==> src/rtl/pl_ctrl_stage_if.sv <==
// ID/EX control boundary bundle: instruction and branch-condition inputs in,
// hazard controls and the registered EX control word out.
interface pl_ctrl_stage_if;
  logic [31:0] id_instr;
  logic        id_valid;
  logic        ex_zero;

  logic        stall_fd;
  logic        flush_fd;
  logic [4:0]  npc_op;

  logic        ex_valid;
  logic        ex_regwrite;
  logic        ex_memwrite;
  logic        ex_memread;
  logic        ex_alusrc;
  logic [5:0]  ex_extop;
  logic [4:0]  ex_aluop;
  logic [1:0]  ex_wdsel;
  logic [2:0]  ex_dmtype;
  logic [4:0]  ex_rd;
  logic [4:0]  ex_rs1;
  logic [4:0]  ex_rs2;
  logic        ex_branch;
  logic        ex_jal;
  logic        ex_jalr;
  logic        ex_illegal;
  logic        mul_busy;

  modport master (
    output id_instr, id_valid, ex_zero,
    input  stall_fd, flush_fd, npc_op,
    input  ex_valid, ex_regwrite, ex_memwrite, ex_memread, ex_alusrc,
    input  ex_extop, ex_aluop, ex_wdsel, ex_dmtype, ex_rd, ex_rs1, ex_rs2,
    input  ex_branch, ex_jal, ex_jalr, ex_illegal, mul_busy
  );

  modport slave (
    input  id_instr, id_valid, ex_zero,
    output stall_fd, flush_fd, npc_op,
    output ex_valid, ex_regwrite, ex_memwrite, ex_memread, ex_alusrc,
    output ex_extop, ex_aluop, ex_wdsel, ex_dmtype, ex_rd, ex_rs1, ex_rs2,
    output ex_branch, ex_jal, ex_jalr, ex_illegal, mul_busy
  );
endinterface

==> src/rtl/pl_ctrl_stage.sv <==
// Pipelined RV32I(+MUL) control stage: decodes ID, registers the ID/EX control
// word, and produces load-use stall, branch/jump flush, NPC select and MUL hold.
module pl_ctrl_stage #(
  parameter bit          EN_M       = 1'b1,
  parameter int unsigned MUL_LAT    = 3,
  parameter bit          EN_BYTE_LS = 1'b1
) (
  input logic           clk,
  input logic           reset,
  pl_ctrl_stage_if.slave bus
);

  localparam logic [6:0] OPC_LUI    = 7'b0110111;
  localparam logic [6:0] OPC_AUIPC  = 7'b0010111;
  localparam logic [6:0] OPC_JAL    = 7'b1101111;
  localparam logic [6:0] OPC_JALR   = 7'b1100111;
  localparam logic [6:0] OPC_BRANCH = 7'b1100011;
  localparam logic [6:0] OPC_LOAD   = 7'b0000011;
  localparam logic [6:0] OPC_STORE  = 7'b0100011;
  localparam logic [6:0] OPC_OPIMM  = 7'b0010011;
  localparam logic [6:0] OPC_OP     = 7'b0110011;

  localparam logic [4:0] ALU_NOP   = 5'b00000;
  localparam logic [4:0] ALU_LUI   = 5'b00001;
  localparam logic [4:0] ALU_AUIPC = 5'b00010;
  localparam logic [4:0] ALU_ADD   = 5'b00011;
  localparam logic [4:0] ALU_SUB   = 5'b00100;
  localparam logic [4:0] ALU_BNE   = 5'b00101;
  localparam logic [4:0] ALU_BLT   = 5'b00110;
  localparam logic [4:0] ALU_BGE   = 5'b00111;
  localparam logic [4:0] ALU_BLTU  = 5'b01000;
  localparam logic [4:0] ALU_BGEU  = 5'b01001;
  localparam logic [4:0] ALU_SLT   = 5'b01010;
  localparam logic [4:0] ALU_SLTU  = 5'b01011;
  localparam logic [4:0] ALU_XOR   = 5'b01100;
  localparam logic [4:0] ALU_OR    = 5'b01101;
  localparam logic [4:0] ALU_AND   = 5'b01110;
  localparam logic [4:0] ALU_SLL   = 5'b01111;
  localparam logic [4:0] ALU_SRL   = 5'b10000;
  localparam logic [4:0] ALU_SRA   = 5'b10001;
  localparam logic [4:0] ALU_MUL   = 5'b10010;

  localparam logic [5:0] EXT_SHAMT = 6'b100000;
  localparam logic [5:0] EXT_I     = 6'b010000;
  localparam logic [5:0] EXT_S     = 6'b001000;
  localparam logic [5:0] EXT_B     = 6'b000100;
  localparam logic [5:0] EXT_U     = 6'b000010;
  localparam logic [5:0] EXT_J     = 6'b000001;

  localparam logic [1:0] WD_ALU = 2'b00;
  localparam logic [1:0] WD_MEM = 2'b01;
  localparam logic [1:0] WD_PC  = 2'b10;

  localparam logic [2:0] DM_WORD   = 3'b000;
  localparam logic [2:0] DM_HALF   = 3'b001;
  localparam logic [2:0] DM_HALF_U = 3'b010;
  localparam logic [2:0] DM_BYTE   = 3'b011;
  localparam logic [2:0] DM_BYTE_U = 3'b100;

  localparam logic [0:0] S_IDLE = 1'b0;
  localparam logic [0:0] S_BUSY = 1'b1;

  localparam bit         MUL_MULTI = (MUL_LAT > 1);
  localparam logic [3:0] CNT_INIT  = MUL_MULTI ? 4'(MUL_LAT - 2) : 4'd0;

  typedef struct packed {
    logic       valid;
    logic       regwrite;
    logic       memwrite;
    logic       memread;
    logic       alusrc;
    logic [5:0] extop;
    logic [4:0] aluop;
    logic [1:0] wdsel;
    logic [2:0] dmtype;
    logic [4:0] rd;
    logic [4:0] rs1;
    logic [4:0] rs2;
    logic       branch;
    logic       jal;
    logic       jalr;
    logic       illegal;
  } ctrl_t;

  logic [6:0] opcode;
  logic [2:0] f3;
  logic [6:0] f7;
  logic [4:0] id_rs1;
  logic [4:0] id_rs2;

  assign opcode = bus.id_instr[6:0];
  assign f3     = bus.id_instr[14:12];
  assign f7     = bus.id_instr[31:25];
  assign id_rs1 = bus.id_instr[19:15];
  assign id_rs2 = bus.id_instr[24:20];

  ctrl_t dec;
  ctrl_t ex_q;
  ctrl_t ex_d;
  logic  legal;

  // NOTE: every signal gets a default at the top so no path leaves it unassigned
  // and a latch is never inferred.
  always_comb begin
    dec   = '0;
    legal = 1'b0;
    dec.rd  = bus.id_instr[11:7];
    dec.rs1 = id_rs1;
    dec.rs2 = id_rs2;
    case (opcode)
      OPC_LUI: begin
        legal = 1'b1; dec.regwrite = 1'b1; dec.alusrc = 1'b1;
        dec.extop = EXT_U; dec.aluop = ALU_LUI;
      end
      OPC_AUIPC: begin
        legal = 1'b1; dec.regwrite = 1'b1; dec.alusrc = 1'b1;
        dec.extop = EXT_U; dec.aluop = ALU_AUIPC;
      end
      OPC_JAL: begin
        legal = 1'b1; dec.regwrite = 1'b1; dec.extop = EXT_J;
        dec.jal = 1'b1; dec.wdsel = WD_PC;
      end
      OPC_JALR: begin
        legal = (f3 == 3'b000); dec.regwrite = 1'b1; dec.alusrc = 1'b1;
        dec.extop = EXT_I; dec.aluop = ALU_ADD; dec.jalr = 1'b1; dec.wdsel = WD_PC;
      end
      OPC_BRANCH: begin
        dec.branch = 1'b1; dec.extop = EXT_B; legal = 1'b1;
        case (f3)
          3'b000:  dec.aluop = ALU_SUB;
          3'b001:  dec.aluop = ALU_BNE;
          3'b100:  dec.aluop = ALU_BLT;
          3'b101:  dec.aluop = ALU_BGE;
          3'b110:  dec.aluop = ALU_BLTU;
          3'b111:  dec.aluop = ALU_BGEU;
          default: legal = 1'b0;
        endcase
      end
      OPC_LOAD: begin
        dec.regwrite = 1'b1; dec.memread = 1'b1; dec.alusrc = 1'b1;
        dec.extop = EXT_I; dec.aluop = ALU_ADD; dec.wdsel = WD_MEM;
        case (f3)
          3'b010:  begin legal = 1'b1;       dec.dmtype = DM_WORD;   end
          3'b000:  begin legal = EN_BYTE_LS; dec.dmtype = DM_BYTE;   end
          3'b001:  begin legal = EN_BYTE_LS; dec.dmtype = DM_HALF;   end
          3'b100:  begin legal = EN_BYTE_LS; dec.dmtype = DM_BYTE_U; end
          3'b101:  begin legal = EN_BYTE_LS; dec.dmtype = DM_HALF_U; end
          default: legal = 1'b0;
        endcase
      end
      OPC_STORE: begin
        dec.memwrite = 1'b1; dec.alusrc = 1'b1;
        dec.extop = EXT_S; dec.aluop = ALU_ADD;
        case (f3)
          3'b010:  begin legal = 1'b1;       dec.dmtype = DM_WORD; end
          3'b000:  begin legal = EN_BYTE_LS; dec.dmtype = DM_BYTE; end
          3'b001:  begin legal = EN_BYTE_LS; dec.dmtype = DM_HALF; end
          default: legal = 1'b0;
        endcase
      end
      OPC_OPIMM: begin
        dec.regwrite = 1'b1; dec.alusrc = 1'b1; dec.extop = EXT_I; legal = 1'b1;
        case (f3)
          3'b000: dec.aluop = ALU_ADD;
          3'b010: dec.aluop = ALU_SLT;
          3'b011: dec.aluop = ALU_SLTU;
          3'b100: dec.aluop = ALU_XOR;
          3'b110: dec.aluop = ALU_OR;
          3'b111: dec.aluop = ALU_AND;
          3'b001: begin
            dec.extop = EXT_SHAMT; dec.aluop = ALU_SLL; legal = (f7 == 7'b0000000);
          end
          default: begin // 3'b101: srli / srai share funct3, split on funct7
            dec.extop = EXT_SHAMT;
            dec.aluop = (f7 == 7'b0100000) ? ALU_SRA : ALU_SRL;
            legal     = (f7 == 7'b0000000) || (f7 == 7'b0100000);
          end
        endcase
      end
      OPC_OP: begin
        dec.regwrite = 1'b1;
        if (f7 == 7'b0000000) begin
          legal = 1'b1;
          case (f3)
            3'b000:  dec.aluop = ALU_ADD;
            3'b001:  dec.aluop = ALU_SLL;
            3'b010:  dec.aluop = ALU_SLT;
            3'b011:  dec.aluop = ALU_SLTU;
            3'b100:  dec.aluop = ALU_XOR;
            3'b101:  dec.aluop = ALU_SRL;
            3'b110:  dec.aluop = ALU_OR;
            default: dec.aluop = ALU_AND;
          endcase
        end else if (f7 == 7'b0100000) begin
          if (f3 == 3'b000)      begin legal = 1'b1; dec.aluop = ALU_SUB; end
          else if (f3 == 3'b101) begin legal = 1'b1; dec.aluop = ALU_SRA; end
        end else if (f7 == 7'b0000001 && f3 == 3'b000) begin
          legal = EN_M; dec.aluop = ALU_MUL;
        end
      end
      default: legal = 1'b0;
    endcase

    // Illegal encodings still occupy EX so a trap can be raised there.
    if (!legal) begin
      dec.regwrite = 1'b0; dec.memwrite = 1'b0; dec.memread = 1'b0;
      dec.alusrc   = 1'b0; dec.extop    = '0;   dec.aluop   = ALU_NOP;
      dec.wdsel    = WD_ALU; dec.dmtype = DM_WORD;
      dec.branch   = 1'b0; dec.jal      = 1'b0; dec.jalr    = 1'b0;
      dec.illegal  = 1'b1;
    end
    dec.valid = 1'b1;
    if (!bus.id_valid) dec = '0;
  end

  logic rs1_used;
  logic rs2_used;
  assign rs1_used = !(opcode == OPC_LUI || opcode == OPC_AUIPC || opcode == OPC_JAL);
  assign rs2_used = (opcode == OPC_OP) || (opcode == OPC_STORE) || (opcode == OPC_BRANCH);

  logic take_br;
  logic flush;
  logic load_use;
  logic mul_stall;
  logic mul_entry;
  logic [0:0] state;
  logic [3:0] cnt;

  assign take_br = ex_q.valid & ex_q.branch & bus.ex_zero;
  assign flush   = take_br | ex_q.jal | ex_q.jalr;

  assign load_use = ex_q.valid & ex_q.memread & (ex_q.rd != 5'd0) & bus.id_valid &
                    ((rs1_used & (ex_q.rd == id_rs1)) | (rs2_used & (ex_q.rd == id_rs2)));

  // The exit cycle (cnt==0) is not stalled so the next instruction loads as the
  // MUL leaves, giving exactly MUL_LAT cycles of EX occupancy.
  assign mul_entry = ex_q.valid & (ex_q.aluop == ALU_MUL) & MUL_MULTI;
  assign mul_stall = ((state == S_IDLE) & mul_entry) | ((state == S_BUSY) & (cnt != 4'd0));

  always_comb begin
    ex_d = ex_q;
    if (flush)          ex_d = '0;
    else if (mul_stall) ex_d = ex_q;
    else if (load_use)  ex_d = '0;
    else                ex_d = dec;
  end

  // NOTE: state registers use non-blocking assignments so every flop samples the
  // pre-edge values regardless of block ordering.
  always_ff @(posedge clk or posedge reset) begin
    if (reset) ex_q <= '0;
    else       ex_q <= ex_d;
  end

  always_ff @(posedge clk or posedge reset) begin
    if (reset) begin
      state <= S_IDLE;
      cnt   <= 4'd0;
    end else begin
      case (state)
        S_IDLE: begin
          if (mul_entry) begin
            state <= S_BUSY;
            cnt   <= CNT_INIT;
          end
        end
        default: begin
          if (cnt == 4'd0) state <= S_IDLE;
          else             cnt   <= cnt - 4'd1;
        end
      endcase
    end
  end

  assign bus.stall_fd    = mul_stall | (load_use & ~flush);
  assign bus.flush_fd    = flush;
  assign bus.npc_op      = {2'b00, ex_q.jalr, ex_q.jal, take_br};
  assign bus.mul_busy    = (state == S_BUSY);

  assign bus.ex_valid    = ex_q.valid;
  assign bus.ex_regwrite = ex_q.regwrite;
  assign bus.ex_memwrite = ex_q.memwrite;
  assign bus.ex_memread  = ex_q.memread;
  assign bus.ex_alusrc   = ex_q.alusrc;
  assign bus.ex_extop    = ex_q.extop;
  assign bus.ex_aluop    = ex_q.aluop;
  assign bus.ex_wdsel    = ex_q.wdsel;
  assign bus.ex_dmtype   = ex_q.dmtype;
  assign bus.ex_rd       = ex_q.rd;
  assign bus.ex_rs1      = ex_q.rs1;
  assign bus.ex_rs2      = ex_q.rs2;
  assign bus.ex_branch   = ex_q.branch;
  assign bus.ex_jal      = ex_q.jal;
  assign bus.ex_jalr     = ex_q.jalr;
  assign bus.ex_illegal  = ex_q.illegal;

endmodule

==> src/flat_wrapper.sv <==
// flat-port wrapper written by rule: the top's interface ports become plain ports
module pl_ctrl_stage_flat 
#(
  parameter bit          EN_M       = 1'b1,
  parameter int unsigned MUL_LAT    = 3,
  parameter bit          EN_BYTE_LS = 1'b1
)
  (clk, reset, bus_id_instr, bus_id_valid, bus_ex_zero, bus_stall_fd, bus_flush_fd, bus_npc_op, bus_ex_valid, bus_ex_regwrite, bus_ex_memwrite, bus_ex_memread, bus_ex_alusrc, bus_ex_extop, bus_ex_aluop, bus_ex_wdsel, bus_ex_dmtype, bus_ex_rd, bus_ex_rs1, bus_ex_rs2, bus_ex_branch, bus_ex_jal, bus_ex_jalr, bus_ex_illegal, bus_mul_busy);
  pl_ctrl_stage_if bus_i ();
  input logic clk;
  input logic reset;
  input wire logic [$bits(bus_i.id_instr)-1:0] bus_id_instr;
  input wire logic [$bits(bus_i.id_valid)-1:0] bus_id_valid;
  input wire logic [$bits(bus_i.ex_zero)-1:0] bus_ex_zero;
  output wire logic [$bits(bus_i.stall_fd)-1:0] bus_stall_fd;
  output wire logic [$bits(bus_i.flush_fd)-1:0] bus_flush_fd;
  output wire logic [$bits(bus_i.npc_op)-1:0] bus_npc_op;
  output wire logic [$bits(bus_i.ex_valid)-1:0] bus_ex_valid;
  output wire logic [$bits(bus_i.ex_regwrite)-1:0] bus_ex_regwrite;
  output wire logic [$bits(bus_i.ex_memwrite)-1:0] bus_ex_memwrite;
  output wire logic [$bits(bus_i.ex_memread)-1:0] bus_ex_memread;
  output wire logic [$bits(bus_i.ex_alusrc)-1:0] bus_ex_alusrc;
  output wire logic [$bits(bus_i.ex_extop)-1:0] bus_ex_extop;
  output wire logic [$bits(bus_i.ex_aluop)-1:0] bus_ex_aluop;
  output wire logic [$bits(bus_i.ex_wdsel)-1:0] bus_ex_wdsel;
  output wire logic [$bits(bus_i.ex_dmtype)-1:0] bus_ex_dmtype;
  output wire logic [$bits(bus_i.ex_rd)-1:0] bus_ex_rd;
  output wire logic [$bits(bus_i.ex_rs1)-1:0] bus_ex_rs1;
  output wire logic [$bits(bus_i.ex_rs2)-1:0] bus_ex_rs2;
  output wire logic [$bits(bus_i.ex_branch)-1:0] bus_ex_branch;
  output wire logic [$bits(bus_i.ex_jal)-1:0] bus_ex_jal;
  output wire logic [$bits(bus_i.ex_jalr)-1:0] bus_ex_jalr;
  output wire logic [$bits(bus_i.ex_illegal)-1:0] bus_ex_illegal;
  output wire logic [$bits(bus_i.mul_busy)-1:0] bus_mul_busy;
  assign bus_i.id_instr = bus_id_instr;
  assign bus_i.id_valid = bus_id_valid;
  assign bus_i.ex_zero = bus_ex_zero;
  assign bus_stall_fd = bus_i.stall_fd;
  assign bus_flush_fd = bus_i.flush_fd;
  assign bus_npc_op = bus_i.npc_op;
  assign bus_ex_valid = bus_i.ex_valid;
  assign bus_ex_regwrite = bus_i.ex_regwrite;
  assign bus_ex_memwrite = bus_i.ex_memwrite;
  assign bus_ex_memread = bus_i.ex_memread;
  assign bus_ex_alusrc = bus_i.ex_alusrc;
  assign bus_ex_extop = bus_i.ex_extop;
  assign bus_ex_aluop = bus_i.ex_aluop;
  assign bus_ex_wdsel = bus_i.ex_wdsel;
  assign bus_ex_dmtype = bus_i.ex_dmtype;
  assign bus_ex_rd = bus_i.ex_rd;
  assign bus_ex_rs1 = bus_i.ex_rs1;
  assign bus_ex_rs2 = bus_i.ex_rs2;
  assign bus_ex_branch = bus_i.ex_branch;
  assign bus_ex_jal = bus_i.ex_jal;
  assign bus_ex_jalr = bus_i.ex_jalr;
  assign bus_ex_illegal = bus_i.ex_illegal;
  assign bus_mul_busy = bus_i.mul_busy;
  pl_ctrl_stage #(.EN_M(EN_M), .MUL_LAT(MUL_LAT), .EN_BYTE_LS(EN_BYTE_LS)) u_core (.clk(clk), .reset(reset), .bus(bus_i));
endmodule
==> config.mk <==
export PLATFORM = sky130hd
export DESIGN_NAME = pl_ctrl_stage_flat
export DESIGN_NICKNAME = d
export VERILOG_FILES = /design/src/rtl/pl_ctrl_stage_if.sv /design/src/rtl/pl_ctrl_stage.sv /design/src/flat_wrapper.sv
export SDC_FILE = /design/constraint.sdc
export NUM_CORES = 1
export LEC_CHECK = 0
export CAP_MARGIN = 20
export CORE_MARGIN = 4
export CORE_UTILIZATION = 49
export CTS_CLUSTER_DIAMETER = 120
export DETAILED_ROUTE_END_ITERATION = 7
export HOLD_SLACK_MARGIN = 0.1
export PLACE_DENSITY = 0.86
export SETUP_SLACK_MARGIN = 0.15
export SYNTH_ARGS = -nofsm -noshare
export SYNTH_HDL_FRONTEND = slang
export SYNTH_SLANG_ARGS = --single-unit
export TNS_END_PERCENT = 10
==> constraint.sdc <==
create_clock -name clk -period 3.6 [get_ports clk]
set_input_delay 0.72 -clock clk [delete_from_list [all_inputs] [get_ports clk]]
set_output_delay 0.72 -clock clk [all_outputs]
set_load 0.05 [all_outputs]
==> metrics.txt <==
status=complete, no violations; Clock power frac=30.9%; Diodes inserted=0; gr usage total=24.2%; critical path depth=8; crit-path max FO=5; f_max=303 MHz; Bufs and invs on worst path=3; clock skew=0.0112 ns; CTS tree=yes; Setup violations, final=0; Inst Count DP=389; Sink Count=42; register area share after synthesis=42.9%; hold wc startpoint=u_core.bus.ex_dmtype[2]; Final period util=91.7%; post-CTS setup buffers=0; CP Launch Point=bus_id_instr[0]; LEAKAGE=1.49 nW; deepest clock path buffer count=2; startpoint types=input port; fin util=72.4%; Req. time, crit path=2.88 ns; delay-heaviest family, CP=buffers and inverters; Final Critical Period=3.30 ns; total negative slack=0 ns; Placement Rows=25; Initial DRC Count=197; largest net degree at the start of global routing=27; Final ANT Viol Nets=0; drt via density=5.87; #FFs+latches synth=42; core box area=4790 µm²; Detailed Place HPWL=5440 µm; register-to-register setup slack=0.81 ns; Max-Slew Margin vs Limit=60.6%; R2R Path End=u_core.bus.ex_jalr; CP endpoint kind=primary output; first-pass iteration count of the detailed router=4; Initial Utilization=51.2%; max-slew violations=0; Die X=78.7 µm; final-report hold violation count=0; Net Sw Frac=30.1%; Hold Path Depth=2; Worst-Margin Slew=0.589 ns; total CTS buffers=5; CTS resizes=0; GR Overflow Total=0; Cell Area, Synth=2450 µm²; combinational power share=20.9%; clk_lat worst skew=0.30 ns; PD cells=295 nW/µm²; Gate Count Post-Synth=249; warning count from the yosys run=0; ys async rst share=100%; Max rail drop VDD=0.252 mV; wire length per cell=18.0 µm; worst hold path type=flop to flop; Ports=84; reg2reg start=u_core.cnt[0]; Post-Layout Cell Count=397; syn_area_per_cell=9.84 µm²; root buffer cell=clkbuf_8; die height=78.7 µm; vias in the first global route=2347; # nets final=366; CTS Hold Bufs=0; Post-DP Area=3370 µm²; # Max-Cap Violations=0; DRC Markers=0; Slowest cell on crit path=clkdlybuf4s50_1; crit-path cells=clkdlybuf4s50_1 > nor4bb_1 > buf_4 > nand3_1 > nor4_2 > a21oi_1 > o21ai_1 > buf_12; Distinct cells, synth=57; RSZ-0062 raised after global routing=no; area grow syn2layout=41.4%; number of synthesized flops with an enable pin=0; Reg clk slew, reported paths=0.08 ns; CP Class=input port to primary output; Via Count=2331; P_sw=0.307 mW; port bufs=81; delay of the slowest critical-path stage=0.55 ns; Int Pwr=0.713 mW; first-pass GRT wire length=11700 µm; design area=3460 µm²; antenna violations before repair=0; Crit path arrival time=2.58 ns; Worst Hold Endpoint=u_core.bus.ex_dmtype[2]; share of layout cells above drive strength 1=10.9%; GPL Wtd Cong=0.887; Flop pwr share=48.2%; Top FF cell, synth=dfrtp_1; Die ar.=6200 µm²; final WL=7130 µm; H-tree Lvls=2; Worst R2R Path Depth=9
==> cells in the final DEF (no fill, tap or decap), types with 5 or more instances in the layout <==
| cell type | count |
|---|---|
| clkdlybuf4s50_1 | 80 |
| xnor2_1 | 8 |
| a21oi_1 | 8 |
| nor3_1 | 9 |
| xor2_1 | 6 |
| a22o_1 | 23 |
| clkbuf_8 | 5 |
| a32o_1 | 10 |
| dfrtp_1 | 42 |
| inv_1 | 9 |
| nor2_1 | 11 |
| nor2b_1 | 7 |
| nand2_1 | 13 |
| o21ai_0 | 7 |
| nand3_1 | 7 |
| and3_1 | 7 |
| buf_4 | 16 |
==> power by group through the flow <==
stage | clock network (mW) | registers [mW] | logic [mW]
floorplan | 0 | 0.535 | 0.0837
global placement | 0 | 0.500 | 0.209
detailed placement | 0 | 0.501 | 0.212
CTS | 0.319 | 0.492 | 0.213
global route | 0.342 | 0.494 | 0.227
finish | 0.315 | 0.492 | 0.213
==> per-stage QoR <==
step	hold WS (ns)	power, mW	setup slack [ns]
after floorplan	0.492	0.618	0.427
after global placement	0.473	0.710	0.331
after detailed placement	0.484	0.712	0.236
after CTS	0.497	1.02	0.214
after global routing	0.531	1.06	0.184
final	0.495	1.02	0.300
==> registers in the layout, summed over array words and instances (netlist names) <==
register	flops
u_core.bus.ex_jalr	1
u_core.bus.ex_valid	1
u_core.bus.ex_rd	5
u_core.bus.ex_rs1	5
u_core.bus.ex_wdsel	2
u_core.bus.mul_busy	1
u_core.bus.ex_memwrite	1
u_core.bus.ex_dmtype	3
u_core.bus.ex_regwrite	1
u_core.bus.ex_extop	6
u_core.bus.ex_rs2	5
u_core.cnt	4
u_core.bus.ex_alusrc	1
u_core.bus.ex_aluop	5
u_core.bus.ex_illegal	1
==> metal layers <==
metal | track usage [%] | up-vias | wire length, µm
li1 | - | 1094 | -
met4 | 7.34 | 0 | 80
met5 | 0 | - | 0
met2 | 37.7 | 79 | 3440
met3 | 5.90 | 8 | 480
met1 | 33.3 | 1150 | 3130
==> synth_stat cells, types with 2 or more instances <==
| cell | instances | area, µm² |
|---|---|---|
| xnor2_1 | 8 | 70.1 |
| a32o_1 | 10 | 100 |
| buf_4 | 9 | 67.6 |
| and2_1 | 2 | 12.5 |
| o22ai_1 | 2 | 12.5 |
| nand4_1 | 2 | 12.5 |
| dfrtp_1 | 42 | 1050 |
| clkbuf_1 | 14 | 52.6 |
| or3_1 | 2 | 12.5 |
| or4_1 | 3 | 22.5 |
| mux2_2 | 2 | 22.5 |
| buf_2 | 3 | 15.0 |
| nand2_1 | 13 | 48.8 |
| nor2b_1 | 7 | 43.8 |
| nor2_1 | 12 | 45.0 |
| and3_1 | 7 | 43.8 |
| nor4_1 | 3 | 18.8 |
| a22o_1 | 23 | 201 |
| nand3_1 | 7 | 35.0 |
| a31oi_1 | 2 | 12.5 |
| nor3_1 | 9 | 45.0 |
| a32oi_1 | 2 | 17.5 |
| inv_1 | 9 | 33.8 |
| nor4bb_1 | 2 | 20.0 |
| a21o_1 | 2 | 15.0 |
| a21oi_1 | 8 | 40.0 |
| nand2b_1 | 2 | 12.5 |
| xor2_1 | 6 | 52.6 |
| o21ai_0 | 8 | 40.0 |
==> cells by family after synthesis <==
group,share of synthesized area (%)
xor+xnor,5.01
compound gates,25.3
buf+inv,6.89
mux,1.33
simple gates,17.9
flops,42.9
other cells,0.153
fa+ha+maj,0.511
==> worst min-delay path, cell delays in order (launching register included) <==
cell and delay, ns:
dfrtp_1 0.36, nand2_1 0.06, o41ai_2 0.05
==> layout make-up <==
class                   instances  area, µm²
well taps                      67       83.8
clock buffers                   5       68.8
inverters                       9       33.8
flip-flops and latches         42       1050
fillers                       370       1320
clock inverters                 3       23.8
multi-input cells             173       1240
repair buffers                 98        961
==> worst max path at each step <==
stage,endpoint,slack [ns]
3_5_place_dp,bus_stall_fd,0.24
3_3_place_gp,bus_stall_fd,0.33
6_report,bus_stall_fd,0.30
4_1_cts,bus_stall_fd,0.21
5_1_grt,bus_stall_fd,0.18
2_1_floorplan,bus_stall_fd,0.43
Power figures use the tool's default switching activity.
